`config.mk`:
```
export PLATFORM = sky130hd
export DESIGN_NAME = dm_arbiter
export DESIGN_NICKNAME = d
export VERILOG_FILES = /design/src/rtl/dm_arbiter.sv
export SDC_FILE = /design/constraint.sdc
export NUM_CORES = 1
export LEC_CHECK = 0
export BUFFER_PORTS_ARGS = -buffer_cell sky130_fd_sc_hd__buf_2
export CAP_MARGIN = 20
export CORE_AREA = 2 2 145 147
export CTS_CLUSTER_SIZE = 40
export DETAILED_ROUTE_END_ITERATION = 8
export DIE_AREA = 0 0 147 149
export GPL_ROUTABILITY_DRIVEN = 0
export SYNTH_ARGS = -nofsm -noshare
export SYNTH_HDL_FRONTEND = slang
export SYNTH_SLANG_ARGS = --single-unit
```
`constraint.sdc`:
```
create_clock -name clk -period 1.8 [get_ports clk]
set_input_delay 0.18 -clock clk [delete_from_list [all_inputs] [get_ports clk]]
set_output_delay 0.18 -clock clk [all_outputs]
set_load 0.02 [all_outputs]
```
`src/rtl/dm_arbiter.sv`:
```
// Two-master data-memory arbiter (CPU = m0, DMA/debug = m1) with DM range check and write trace PC.
// Optional round-robin tie-break between masters: define DM_ARB_ROUND_ROBIN_EN.
module dm_arbiter #(
  parameter logic [31:0] ADDR_LIMIT = 32'h0000_4000,
  parameter logic [31:0] DMA_TAG_PC = 32'h0000_0000
) (
  input  logic        clk,
  input  logic        reset,
  input  logic        m0_req,
  input  logic [31:0] m0_addr,
  input  logic [31:0] m0_wdata,
  input  logic [3:0]  m0_byteen,
  input  logic [31:0] m0_pc,
  output logic        m0_ack,
  output logic [31:0] m0_rdata,
  output logic        m0_err,
  input  logic        m1_req,
  input  logic [31:0] m1_addr,
  input  logic [31:0] m1_wdata,
  input  logic [3:0]  m1_byteen,
  output logic        m1_ack,
  output logic [31:0] m1_rdata,
  output logic        m1_err,
  output logic [31:0] mem_addr,
  output logic [31:0] mem_wdata,
  output logic [3:0]  mem_byteen,
  input  logic [31:0] mem_rdata,
  output logic [31:0] mem_inst_addr,
  output logic        busy
);

  typedef enum logic [1:0] {IDLE, ACCESS, DONE} state_t;

  state_t      state, state_next;
  logic [31:0] addr_q, wdata_q, pc_q, rdata_q;
  logic [3:0]  byteen_q;
  logic        id_q, err_q;
  logic        grant_m1, in_range;

`ifdef DM_ARB_ROUND_ROBIN_EN
  logic last_m1;

  // Tie goes to whoever was not granted last; a sole requester always wins.
  always_comb begin
    if (m0_req && m1_req) grant_m1 = ~last_m1;
    else                  grant_m1 = ~m0_req;
  end

  always_ff @(posedge clk) begin
    if (reset)                          last_m1 <= 1'b1;
    else if (state == IDLE && (m0_req || m1_req)) last_m1 <= grant_m1;
  end
`else
  assign grant_m1 = ~m0_req;
`endif

  assign in_range = (addr_q < ADDR_LIMIT);

  always_ff @(posedge clk) begin
    if (reset) begin
      state    <= IDLE;
      addr_q   <= '0;
      wdata_q  <= '0;
      byteen_q <= '0;
      pc_q     <= '0;
      id_q     <= 1'b0;
      rdata_q  <= '0;
      err_q    <= 1'b0;
    end else begin
      state <= state_next;
      if (state == IDLE && (m0_req || m1_req)) begin
        id_q     <= grant_m1;
        addr_q   <= grant_m1 ? m1_addr   : m0_addr;
        wdata_q  <= grant_m1 ? m1_wdata  : m0_wdata;
        byteen_q <= grant_m1 ? m1_byteen : m0_byteen;
        pc_q     <= grant_m1 ? DMA_TAG_PC : m0_pc;
      end
      if (state == ACCESS) begin
        rdata_q <= in_range ? mem_rdata : '0;
        err_q   <= ~in_range;
      end
    end
  end

  // Outputs are gated by reset so an ACCESS cycle coincident with reset never writes.
  always_comb begin
    state_next    = state;
    m0_ack        = 1'b0;
    m0_rdata      = '0;
    m0_err        = 1'b0;
    m1_ack        = 1'b0;
    m1_rdata      = '0;
    m1_err        = 1'b0;
    mem_addr      = '0;
    mem_wdata     = '0;
    mem_byteen    = '0;
    mem_inst_addr = '0;
    busy          = 1'b0;
    case (state)
      IDLE:    if (m0_req || m1_req) state_next = ACCESS;
      ACCESS:  state_next = DONE;
      DONE:    state_next = IDLE;
      default: state_next = IDLE;
    endcase
    if (!reset) begin
      busy = (state != IDLE);
      if (state == ACCESS) begin
        mem_addr      = addr_q & 32'hFFFF_FFFC;
        mem_wdata     = wdata_q;
        mem_byteen    = in_range ? byteen_q : 4'b0000;
        mem_inst_addr = pc_q;
      end
      if (state == DONE) begin
        if (id_q) begin
          m1_ack   = 1'b1;
          m1_rdata = rdata_q;
          m1_err   = err_q;
        end else begin
          m0_ack   = 1'b1;
          m0_rdata = rdata_q;
          m0_err   = err_q;
        end
      end
    end
  end

endmodule

```
# Yosys cells after proc, flatten, opt, wreduce, memory -nomap -nowiden
# Index checks and enable logic that the tools add are counted.
# totals
inputBits	204
ff_bits	136
output_inout_bits	169
word_cells	53
# op_classes
n_reduce_logical	4
n_eq_ne	3
n_lt_le_gt_ge	1
n_mux	35
bitwise	2
# op_table
operator	n
$mux 32	16
$lt 32x15->1 const B	1
$mux 4	4
$mux 1	13
$pmux 2 s2	1
$eq 2x1->1 const B	1
$eq 2x2->1 const B	1
$logic_not 2->1	1
$mux 2	1
$ne 2x1->1 const B	1
$not 1->1	2
$reduce_bool 2->1	1
$logic_and 1x1->1	1
$logic_or 1x1->1	1

# Longest topological paths before layout
# Gate-level depths: netlist of run 1.
# depth
word_depth	4
depth_mapped	6
ltp_nobuf	3

# Worst setup path before layout of run 1
# OpenSTA, ideal clock, no wires.
# synth_timing
path_type	reg2out
start	register addr_q[25]
end	output port mem_byteen[0]
slack_ns	0.172
required_time_ns	1.620
n_path_buf	0
arrival_ns	1.448
stages_incl_launch_ff	4
cell_sequence	dfxtp_1 > nor4_2 > nand2_1 > nor3_1
# synth_between
elab_chain_len	4
# synth_rtl
element	line	text
start: declaration	35	logic [31:0] addr_q, wdata_q, pc_q, rdata_q;
start signal: assignment	73	addr_q <= grant_m1 ? m1_addr : m0_addr;
$lt 32x15->1	57	assign in_range = (addr_q < ADDR_LIMIT);
$mux 4	110	mem_byteen = in_range ? byteen_q : 4'b0000;
$mux 4	107	if (state == ACCESS) begin
$mux 4	105	if (!reset) begin
end: declaration	26	output logic [3:0] mem_byteen,
# Every way passes these cells.

# Worst setup path after layout of run 1
# layout_timing
start	register state[0]
end	output port m1_rdata[8]
# layout_between
elab_chain_len	3
# layout_rtl
element	line	text
start: declaration	34	state_t state, state_next;
start signal: assignment	70	state <= state_next;
$eq 2x2->1	113	if (state == DONE) begin
$mux 32	113	
$mux 32	105	
end: declaration	22	output logic [31:0] m1_rdata,
# Every way passes these cells.

==> results of run 1 <==
[critical path, stage by stage (launching register included)]
cell and delay, ps:
dfxtp_2 320, buf_6 120, and4bb_4 420, buf_6 180, and2_1 130, buf_2 160
[cell families after synthesis]
group | share of synthesized area [%]
DFF | 40.1
other | 0.0561
AOI/OAI and AO/OA | 21.6
and+or+nand+nor | 22.6
buffers and inverters | 5.71
muxes | 9.89
[layer usage]
metal	part of all wire [%]	routed length [um]	GRT usage, %
met5	0.049	13	0
met3	6.7	1780	5.99
met1	39	10400	24.6
met4	2.7	716	7.21
met2	51	13600	37.3
[worst paths after layout]
| check | from | end | slack [ps] | depth (start not counted) |
|---|---|---|---|---|
| worst min register to register | pc_q[18] | pc_q[18] | 470 | 2 |
| worst min-delay path | m0_pc[4] | pc_q[4] | 20 | 3 |
| worst max-delay path | state[0] | m1_rdata[8] | -140 | 5 |
| worst max register to register | state[0] | addr_q[21] | 80 | 7 |
[area by class of cell]
class / count / area [sq um] / area share [%]
Clock inverter: 11 / 195 / 1.67
Inverter: 1 / 3.75 / 0.0320
Tap cell: 275 / 344 / 2.94
Sequential cell: 134 / 2700 / 23.0
Multi-Input combinational cell: 552 / 4040 / 34.5
Timing Repair Buffer: 457 / 3960 / 33.8
Clock buffer: 21 / 480 / 4.10
[where the power goes]
group          switching, W  total, W  internal, W
combinational      0.000936   0.00176     0.000820
sequential         0.000152   0.00335      0.00320
clock               0.00137   0.00398      0.00261
[state kept, by name, indices dropped and copies added (netlist names)]
signal and cells:
byteen_q 4, pc_q 32, rdata_q 32, wdata_q 32, id_q 1, state 2, err_q 1, addr_q 30
[through the flow]
stage / worst slack, ps / power (W) / hold slack, ps / utilization [%] / std cells
6_report: -138 / 0.00909 / 20.2 / 57.0 / 1451
5_1_grt: -214 / 0.00947 / 9.54 / 57.0 / 1451
4_1_cts: -99.8 / 0.00901 / 1.57 / 51.7 / 1436
3_5_place_dp: 93.3 / 0.00484 / 431 / 43.3 / 1359
3_3_place_gp: 121 / 0.00482 / 426 / 43.3 / 1359
2_1_floorplan: 172 / 0.00422 / 320 / - / 772
[cell usage in the layout (no fill, tap or decap), types with 35 or more instances in the layout]
cell,count
a211oi_1,66
mux2i_1,66
a21oi_1,99
buf_6,158
buf_4,35
dfxtp_1,125
and2_1,44
and2_4,116
nand2_1,36
buf_2,209
[timing repair]
action | 4_1_cts | 5_1_grt
hold buffers | 30 | 0
endpoints found under the setup margin | 163 | 164
buffers inserted | 10 | 3
gates resized for setup | 189 | 264
pin swaps | 17 | 50
cloned | 5 | 12
endpoints found under the hold margin | 30 | 0
==> results.yml, run 1 <==
layout:
  areaGrowthSynthToFinish_pct: 75.4
  design_area_sq_mm: 0.0117
  final_nets: 1367
  drive_gt1_share_pct: 51.4
  n_fill_cell: 1788
  diodes: 0
pwr:
  worst_ir_drop_vdd_uv: 607
  p_per_area_mw_per_mm2: 775
  leakagePower_nw: 5.24
logic_synthesis:
  ys_warn_count: 0
  yosysSeqAreaShare_pct: 40.1
  syn_area_per_cell_sq_um: 8.67
  synth_cells: 771
  synth_top_area_share_pct: 40.1
  synth_area_leaders: "dfxtp_1 (40%), and2_1 (15%), mux2i_1 (9.9%)"
  async_flop_share_pct: 0
  synth_flop_cell: "dfxtp_1"
  synth_top_cell_by_area: "dfxtp_1"
  netlist_top_cells_count: "and2_1 (160), dfxtp_1 (134), a21oi_1 (99)"
  ys_ff_latch: 134
  synth_area_sq_mm: 0.00668
  synth_cell_types: 26
  yosysMostFrequentCell: "and2_1"
  synth-edff-count: 0
status:
  violations: "setup timing"
  status: "finished, violations left"
clock_tree:
  clk_path_buf_depth: 2
  clk_pin_slew_ps: 60
  htree_levels: 4
  cts_buffers: 17
  cts.sinks: 134
  root_buffer: "clkbuf_16"
  cts_tree: "done"
  insertion_delay_ps: 420
grt:
  grt.total_usage_pct: 21.1
  grt_overflow: 0
  grt_pass1_vias: 6776
  grt_max_degree: 54
  antenna_found_initial: 1
  grt_pass1_wl_mm: 36.4
timing:
  relSlewSlack_pct: 59.8
  finalSetupViolCount: 157
  slew_viol_final: 0
  fmax_ghz: 0.516
  period_share_pct: 108
  rsz0062_at_grt: "true"
  fin_ws_ps: -138
  skew_ps: 5.33
  final.setup.tns_ps: -9810
  hold_viol_final: 0
  timing.final.crit_period_ps: 1940
  tightest_slew_ps: 603
worst_setup_path:
  required_ps: 1620
  critPathKind: "flip-flop to primary output"
  end_kind: "primary output"
  path_max_fanout: 8
  cp_data_arrival_time_ps: 1760
  worst_setup_path_start_kind: "flip-flop"
floorplanning:
  dieArea_sq_mm: 0.0219
  rows: 53
  core_sq_mm: 0.0206
  ios: 373
  die_y_um: 149
  start_util_pct: 32.5
  die_width_um: 147
route:
  ant_nets: 0
  drt-pass1-iter-count: 6
  drc_errors: 0
  totalWireLength_mm: 26.5
  drtIter0Drc: 371
  wl_per_cell_um: 18.3
  via_per_inst: 5.05
  via_count: 7327
placement:
  placed_area_sq_mm: 0.00891
  port_buffers: 366
  dp_hpwl_mm: 15.6
flow_run:
  drv_cap: 0
worst_hold_path:
  hold_path.class: "input port to flip-flop"
(Power assumes the default switching activity.)
==> run 2: changes to the inputs <==
--- a/config.mk
+++ b/config.mk
@@ -7,10 +7,10 @@
 export LEC_CHECK = 0
 export BUFFER_PORTS_ARGS = -buffer_cell sky130_fd_sc_hd__buf_2
 export CAP_MARGIN = 20
-export CORE_AREA = 2 2 145 147
+export CORE_AREA = 3 3 146 148
 export CTS_CLUSTER_SIZE = 40
 export DETAILED_ROUTE_END_ITERATION = 8
-export DIE_AREA = 0 0 147 149
+export DIE_AREA = 0 0 149 151
 export GPL_ROUTABILITY_DRIVEN = 0
 export SYNTH_ARGS = -nofsm -noshare
 export SYNTH_HDL_FRONTEND = slang
==> results.yml, run 2 (synthesis results as in run 1) <==
layout:
  reg.largest.list: "pc_q (32), rdata_q (32), wdata_q (32)"
  final_common_cell: "buf_2"
  final_util_pct: 55.5
  drive_gt1_share_pct: 46.6
  areaGrowthSynthToFinish_pct: 67.5
  stdcell_count: 1434
  final_nets: 1356
  design_area_sq_mm: 0.0112
  diodes: 0
  mostFrequentLayoutCells: "buf_2 (213), dfxtp_1 (132), buf_6 (105), a21oi_1 (99), and2_1 (94)"
timing:
  timing.final.crit_period_ps: 1920
  rsz0062_at_grt: "true"
  fmax_ghz: 0.520
  fin_ws_ps: -125
  tightest_slew_ps: 580
  finalSetupViolCount: 164
  slew_viol_final: 0
  period_share_pct: 107
  skew_ps: 13.1
  hold_viol_final: 0
  whs_ps: 15.9
  relSlewSlack_pct: 61.3
floorplanning:
  start_util_pct: 33.1
  dieArea_sq_mm: 0.0225
  rows: 52
  core_sq_mm: 0.0202
  ios: 373
  die_width_um: 149
  die_y_um: 151
grt:
  grt.total_usage_pct: 21.1
  antenna_found_initial: 0
  grt_pass1_wl_mm: 37.5
  grt_overflow: 0
  grt_max_degree: 102
  grt_pass1_vias: 6824
worst_setup_path:
  path_buf_inv: 4
  cp_data_arrival_time_ps: 1740
  end_kind: "primary output"
  reg2reg_depth: 7
  worst_setup_path_start_kind: "flip-flop"
  reg2reg_slack_ps: 160
  timing.rr.end: "wdata_q[6]"
  path_cells: "buf_6 > and4bb_4 > buf_6 > clkbuf_16 > and2_4 > buf_6"
  required_ps: 1620
  crit_path_frequent_cell: "buf_6"
  path_max_fanout: 4
  cp_top_family: "buffers and inverters"
  critPathKind: "flip-flop to primary output"
  slowest_stage: "dfxtp_4"
  r2r_start: "state[0]"
  worst-path-stages: 6
  max_stage_delay_ps: 350
pwr:
  clkPwrFrac_pct: 42.1
  p_per_area_mw_per_mm2: 785
  seq_power_share_pct: 38.0
  worst_ir_drop_vdd_uv: 612
  p_switching_w: 0.00243
  switching_share_pct: 27.6
  p_int_w: 0.00636
  p_comb_share_pct: 20.0
  leakagePower_nw: 5.07
clock_tree:
  root_buffer: "clkbuf_16"
  cts_buffers: 17
  clk_pin_slew_ps: 60
  cts_tree: "done"
  clk_path_buf_depth: 2
  insertion_delay_ps: 420
  htree_levels: 4
  cts.sinks: 134
route:
  totalWireLength_mm: 25.8
  wl_per_cell_um: 18.0
  ant_nets: 0
  drtIter0Drc: 296
  drc_errors: 0
  drt-pass1-iter-count: 4
  via_per_inst: 4.99
  via_count: 7152
placement:
  port_buffers: 366
  placed_area_sq_mm: 0.00891
  dp_hpwl_mm: 16.1
  dpl.cell_count: 1352
flow_run:
  drv_cap: 0
worst_hold_path:
  hold_path.class: "input port to flip-flop"
  hold_path_end: "pc_q[18]"
  hold_depth: 3
  min_from: "m0_pc[18]"
status:
  violations: "setup timing"
  status: "finished, violations left"
[run 2: changes by cell type in the layout (fill, tap and decap cells not counted), sizes merged]
cell         delta
bufbuf          +1
inv             +1
dlygate4sd3     -6
clkbuf          -8
bufinv          -1
clkinvlp        +1
[run 2: layer usage]
| layer | track usage [%] | wire, um | up-vias |
|---|---|---|---|
| li1 | - | - | 3527 |
| met1 | 25.4 | 10600 | 3319 |
| met3 | 6.04 | 1880 | 29 |
| met4 | 6.00 | 393 | 0 |
| met2 | 36.8 | 12900 | 277 |
| met5 | 0 | 0 | - |
[run 2: metrics by stage]
stage	total power, W	worst slack, ps	TNS (ps)
final	0.00879	-125	-11170
after global placement	0.00483	222	0
after detailed placement	0.00485	195	0
after global routing	0.00917	-197	-23260
after floorplan	0.00422	172	0
after CTS	0.00875	-124	-12040
[run 2: worst max path at each step]
stage | from | to | slack (ps)
floorplan | addr_q[25] | mem_byteen[0] | 170
global placement | state[0] | mem_inst_addr[10] | 220
detailed placement | addr_q[30] | mem_byteen[0] | 190
CTS | addr_q[16] | mem_byteen[2] | -120
global route | state[1] | mem_addr[29] | -200
finish | state[0] | m1_rdata[16] | -120
[run 2: tightest hold or removal path, stage by stage]
cell and delay (ps):
buf_2 100, nand2_1 50, a21oi_1 50
[run 2: cell type report]
class                      instances  area, sq um
fill                            1817         8970
clock inverter                    12          178
timing repair buffer             446         3620
clock buffer                      19          443
tap                              270          338
sequential                       134         2690
multi-input combinational        552         3920
inverter                           1         3.75
[run 2: power groups by stage]
stage	combinational (W)	clock (W)	sequential [W]
after floorplan	0.000884	0	0.00334
after global placement	0.00146	0	0.00337
after detailed placement	0.00147	0	0.00338
after CTS	0.00165	0.00378	0.00332
after global routing	0.00192	0.00389	0.00336
final	0.00175	0.00370	0.00334
[run 2: repair_timing]
item                                   4_1_cts  5_1_grt
endpoints found under the hold margin       24        0
cloned                                       7        5
hold buffers                                24        0
pin swaps                                   12       15
buffers inserted                             8        8
gates resized for setup                    171      177
setup endpoints to repair                  167      167
